### src/rtl/prog_mem.sv
`default_nettype none
// +--------------------------------------------------------------------------+
// | Module   : prog_mem                                                      |
// | Brief    : Writable instruction memory for the jacaranda-8 core, with a  |
// |            combinational fetch port and a byte-stream load port.         |
// |            Optional trailing checksum: define PROG_MEM_CHECKSUM_EN.      |
// | Revision : 1.0  initial release                                          |
// +--------------------------------------------------------------------------+
module prog_mem #(
  parameter int ADDR_WIDTH = 8,
  parameter int DATA_WIDTH = 8
) (
  input  logic                  clk,
  input  logic                  rst_n,
  input  logic [ADDR_WIDTH-1:0] addr,
  output logic [DATA_WIDTH-1:0] instr,
  input  logic                  load_start,
  input  logic [ADDR_WIDTH-1:0] load_base,
  input  logic [ADDR_WIDTH-1:0] load_len,
  input  logic [DATA_WIDTH-1:0] load_data,
  input  logic                  load_valid,
  output logic                  load_ready,
  output logic                  load_busy,
  output logic                  cpu_stall,
  output logic                  load_done
`ifdef PROG_MEM_CHECKSUM_EN
  ,
  output logic                  load_err
`endif
);

  localparam int c_depth = 2 ** ADDR_WIDTH;

`ifdef PROG_MEM_CHECKSUM_EN
  typedef enum logic [1:0] {
    ST_IDLE  = 2'd0,
    ST_LOAD  = 2'd1,
    ST_CHECK = 2'd2
  } state_t;
`else
  typedef enum logic [1:0] {
    ST_IDLE  = 2'd0,
    ST_LOAD  = 2'd1
  } state_t;
`endif

  state_t                  r_state;
  state_t                  w_next;
  logic                    w_ready;
  logic                    w_accept;
  logic                    w_start;
  logic                    w_write;
  logic                    w_last;
  logic                    w_finish;
  logic [ADDR_WIDTH-1:0]   r_wptr;
  logic [ADDR_WIDTH-1:0]   r_remaining;
  logic                    r_done;

  // Contents are not touched by reset, so they survive rst_n.
  logic [DATA_WIDTH-1:0]   r_mem [c_depth] = '{default: '0};

  assign w_accept = load_valid & w_ready;
  assign w_start  = (r_state == ST_IDLE) & load_start;
  assign w_write  = (r_state == ST_LOAD) & w_accept;
  assign w_last   = w_write & (r_remaining == '0);

`ifdef PROG_MEM_CHECKSUM_EN
  logic [DATA_WIDTH-1:0]   r_sum;
  logic                    r_err;
  logic [DATA_WIDTH-1:0]   w_chk;

  assign w_chk    = r_sum + load_data;
  assign w_finish = (r_state == ST_CHECK) & w_accept;
  assign load_err = r_err;
`else
  assign w_finish = w_last;
`endif

  always_ff @(posedge clk or negedge rst_n) begin
    if (!rst_n) begin
      r_state <= ST_IDLE;
    end else begin
      r_state <= w_next;
    end
  end

  always_comb begin
    w_next  = r_state;
    w_ready = 1'b0;
    case (r_state)
      ST_IDLE: begin
        if (load_start) begin
          w_next = ST_LOAD;
        end
      end
      ST_LOAD: begin
        w_ready = 1'b1;
        if (w_last) begin
`ifdef PROG_MEM_CHECKSUM_EN
          w_next = ST_CHECK;
`else
          w_next = ST_IDLE;
`endif
        end
      end
`ifdef PROG_MEM_CHECKSUM_EN
      ST_CHECK: begin
        w_ready = 1'b1;
        if (w_accept) begin
          w_next = ST_IDLE;
        end
      end
`endif
      default: begin
        w_next = ST_IDLE;
      end
    endcase
  end

  always_ff @(posedge clk or negedge rst_n) begin
    if (!rst_n) begin
      r_wptr      <= '0;
      r_remaining <= '0;
      r_done      <= 1'b0;
    end else begin
      r_done <= w_finish;
      if (w_start) begin
        r_wptr      <= load_base;
        r_remaining <= load_len;
      end else if (w_write) begin
        // Pointer wraps naturally at the top of the address space.
        r_wptr <= r_wptr + ADDR_WIDTH'(1);
        if (r_remaining != '0) begin
          r_remaining <= r_remaining - ADDR_WIDTH'(1);
        end
      end
    end
  end

`ifdef PROG_MEM_CHECKSUM_EN
  always_ff @(posedge clk or negedge rst_n) begin
    if (!rst_n) begin
      r_sum <= '0;
      r_err <= 1'b0;
    end else begin
      if (w_start) begin
        r_sum <= '0;
        r_err <= 1'b0;
      end else if (w_write) begin
        r_sum <= w_chk;
      end else if (w_finish) begin
        // Sticky until the next accepted load_start.
        r_err <= r_err | (w_chk != '0);
      end
    end
  end
`endif

  always_ff @(posedge clk) begin
    if (w_write) begin
      r_mem[r_wptr] <= load_data;
    end
  end

  assign instr      = r_mem[addr];
  assign load_ready = w_ready;
  assign load_busy  = (r_state != ST_IDLE);
  assign cpu_stall  = load_busy;
  assign load_done  = r_done;

endmodule
`default_nettype wire

### config.mk
export PLATFORM = sky130hd
export DESIGN_NAME = prog_mem
export DESIGN_NICKNAME = d
export VERILOG_FILES = /design/src/rtl/prog_mem.sv
export SDC_FILE = /design/constraint.sdc
export NUM_CORES = 2
export LEC_CHECK = 0
export CORE_ASPECT_RATIO = 1.25
export CORE_MARGIN = 4
export CORE_UTILIZATION = 30
export CTS_CLUSTER_DIAMETER = 80
export DETAILED_ROUTE_END_ITERATION = 7
export HOLD_SLACK_MARGIN = 0.02
export PLACE_DENSITY_LB_ADDON = 0.1
export SYNTH_ARGS = -nofsm -noshare
export SYNTH_HDL_FRONTEND = slang
export SYNTH_SLANG_ARGS = --single-unit
### constraint.sdc
create_clock -name clk -period 4.1 [get_ports clk]
set_clock_uncertainty 0.1 [all_clocks]
set_input_delay 1.23 -clock clk [delete_from_list [all_inputs] [get_ports clk]]
set_output_delay 1.23 -clock clk [all_outputs]
set_load 0.05 [all_outputs]
==> flow_metrics.env <==
export IMPL_status="finished, violations left"
export IMPL_violations="setup timing"
export IMPL_postSynthAreaPerCell_um2=20.81
export IMPL_worst_setup_path_type="in -> out"
export IMPL_fin_nets=4841
export IMPL_netlist_instances=3903
export IMPL_grt_overflow=0
export IMPL_die_h_um=589.8
export IMPL_drtIter0Drc=3729
export IMPL_async_reset_ff_frac=0.008712
export IMPL_rsz0062_at_grt="yes"
export IMPL_maxSlewViolCount=0
export IMPL_dieArea_um2=279200
export IMPL_netlist_top_cell_by_area="edfxtp_1"
export IMPL_yosysTopAreaCellShare=0.7571
export IMPL_synthTopCellsByArea="edfxtp_1 76%, mux4_2 9.6%, mux4_1 3.0%"
export IMPL_ioPinCount=48
export IMPL_relSlewSlack=0.4017
export IMPL_period_minus_slack_ns=5.276
export IMPL_yosysSeqAreaShare=0.7626
export IMPL_worst_slew_pin_slew_ns=0.8947
export IMPL_path_clk_slew_ns=0.06
export IMPL_cp_max_fo=6
export IMPL_finalPower_mw=47.38
export IMPL_cts_tree="built"
export IMPL_track_usage=0.1820
export IMPL_vias=42250
export IMPL_antenna_found_initial=9
export IMPL_final_common_cell="edfxtp_1"
export IMPL_syn_to_final_growth_pct=23.85
export IMPL_synthDistinctLibCells=72
export IMPL_timing_hold_violations_final=0
export IMPL_timing_final_ws_setup_ns=-1.176
export IMPL_syn_num_nets=3945
export IMPL_min_path_type="reg -> reg"
export IMPL_hpwl_um=169000
export IMPL_critPathCaptureType="output pin"
export IMPL_crit_path_start_kind="primary input"
export IMPL_cts_root_buf="clkbuf_16"
export IMPL_clock_path_buffers=4
export IMPL_grt_pass1_wl_um=358300
export IMPL_syn_area_um2=81230
export IMPL_fp_row_count=213
export IMPL_finalCritPeriodShare=1.287
export IMPL_initial_utilization=0.3015
export IMPL_p_leak_nw=32.84
export IMPL_fmax_mhz=189.5
export IMPL_grt_pass1_vias=44160
export IMPL_fill_cells=24720
export IMPL_clock_sinks=2066
export IMPL_insertion_delay_ns=0.87
export IMPL_final_core_util=0.3734
export IMPL_cts_buffers=218
export IMPL_detail_route_antenna_nets=0
export IMPL_post_drt_wl_per_cell_um=30.35
export IMPL_place_gp_congestion=0.7753
export IMPL_portBuffers=47
export IMPL_core_um2=269400
export IMPL_vias_per_cell=4.966
export IMPL_final_cell_mix="2048 x edfxtp_1, 733 x buf_4, 360 x mux4_2"
export IMPL_dr_pass1_iters=5
export IMPL_multi_input_area_um2=18620
export IMPL_ys_ff_latch=2066
export IMPL_finalSetupViolCount=8
export IMPL_p_per_area_nw_per_um2=471.0
export IMPL_cp_required_ns=2.77
export IMPL_irDropWorstVdd_uv=298.4
export IMPL_synth_edf_count=2048
export IMPL_tns_ns=-9.031
export IMPL_worstPathArrival_ns=3.95
export IMPL_grt_max_degree=89
export IMPL_ys_dominant_reg_cell="edfxtp_1"
export IMPL_drc=0
export IMPL_drive_gt1_frac=0.3505
export IMPL_wirelength_um=258200
export IMPL_die_x_um=473.4
export IMPL_yosysWarnings=0
export IMPL_drv_cap=0
export IMPL_seqCellArea_um2=61950
export IMPL_htreeDepth=4
==> through the flow <==
stage	hold WS, ns	instances	worst slack [ns]	area, um^2
after floorplan	0.4383	3903	-0.5075	81360
after global placement	0.4791	8050	-2.271	91780
after detailed placement	0.4778	8050	-2.201	91780
after CTS	0.4947	8473	-1.222	100000
after global routing	0.5174	8506	-1.204	100600
final	0.4820	8509	-1.176	100600
==> flip-flops by register name, summed over array words and instances (netlist names) <==
signal,flops
load_done,1
r_wptr,8
r_state,1
r_remaining,8
r_mem,2048
==> synthesized netlist by cell type (7+ instances only) <==
library cell / n
mux2i_1: 153
xnor2_1: 7
a211oi_1: 14
buf_6: 21
mux4_2: 346
a22o_1: 16
dfrtp_1: 18
nor4_1: 13
buf_4: 24
edfxtp_1: 2048
o221ai_1: 31
nand2_1: 70
o31ai_1: 8
buf_8: 18
buf_12: 19
o22ai_1: 41
nor2_1: 306
o21ai_0: 37
and2_1: 7
a221oi_1: 9
mux4_1: 93
buf_2: 52
a22oi_1: 134
nor2b_1: 21
clkbuf_1: 100
nand3_1: 28
nor3_1: 31
a21oi_1: 85
nand2b_1: 12
or2_2: 11
nor4_2: 7
==> kinds of logic (layout without fill, tap and decap cells) <==
family,Yosys count,in the layout,synth area share
muxes,596,596,0.1454
and+or+nand+nor,544,544,0.03064
buffers and inverters,254,1309,0.02263
xor gates and xnor gates,12,12,0.001294
other,0,4,0
DFF,2066,2066,0.7626
adders and majority gates,6,6,0.0009242
AOI/OAI and AO/OA,425,425,0.03644
==> critical path: stages <==
cell and delay, ns:
bufbuf_16 0.27, buf_6 0.15, mux4_2 0.54, a2111oi_4 0.41
buf_4 0.21, a2111oi_4 0.05, buf_4 0.16, a311oi_4 0.49
nor4_4 0.19, buf_6 0.20
==> path summary, 6_finish.rpt <==
check                                           start                          to  slack, ns  depth (start not counted)
hold / removal             r_remaining[7]$_DFFE_PN0P_  r_remaining[7]$_DFFE_PN0P_       0.48                          2
min in group asynchronous                       rst_n       r_wptr[6]$_DFFE_PN0P_       0.76                          1
setup / recovery                              addr[0]                    instr[5]      -1.18                         10
hold reg to reg            r_remaining[7]$_DFFE_PN0P_  r_remaining[7]$_DFFE_PN0P_       0.48                          2
max in group asynchronous                       rst_n  r_remaining[2]$_DFFE_PN0P_       2.58                          1
setup reg to reg                r_wptr[1]$_DFFE_PN0P_     r_mem[128][5]$_DFFE_PP_       1.12                          7
==> layer usage <==
layer	track usage	routed length [um]
met1	0.2496	114100
met3	0.02252	10120
met4	0.04053	5244
met2	0.3104	128700
met5	0	0
==> report_power, final <==
group	internal [mW]	switching, mW	leakage (nW)
registers	23.5	0.197	18.6
logic	1.65	2.94	11.0
clock network	10.9	8.17	3.25
total	36.1	11.3	32.8
==> final cells by class <==
type / count / area share
repair buffers: 924 / 0.08842
clock inverters: 113 / 0.009639
well taps: 3547 / 0.04411
diodes: 4 / 0.00009950
clock buffers: 266 / 0.05665
inverters: 6 / 0.0002239
multi-input cells: 1583 / 0.1851
flip-flops and latches: 2066 / 0.6158
==> what timing repair did <==
action | CTS | global route
cloned | 8 | 1
gates resized for setup | 213 | 78
pin swaps | 28 | 34
hold buffers | 0 | 0
setup buffers | 37 | 34
endpoints found under the setup margin | 8 | 8
hold endpoints to repair | 0 | 0
Note: power is estimated with default switching activity, not from simulation.
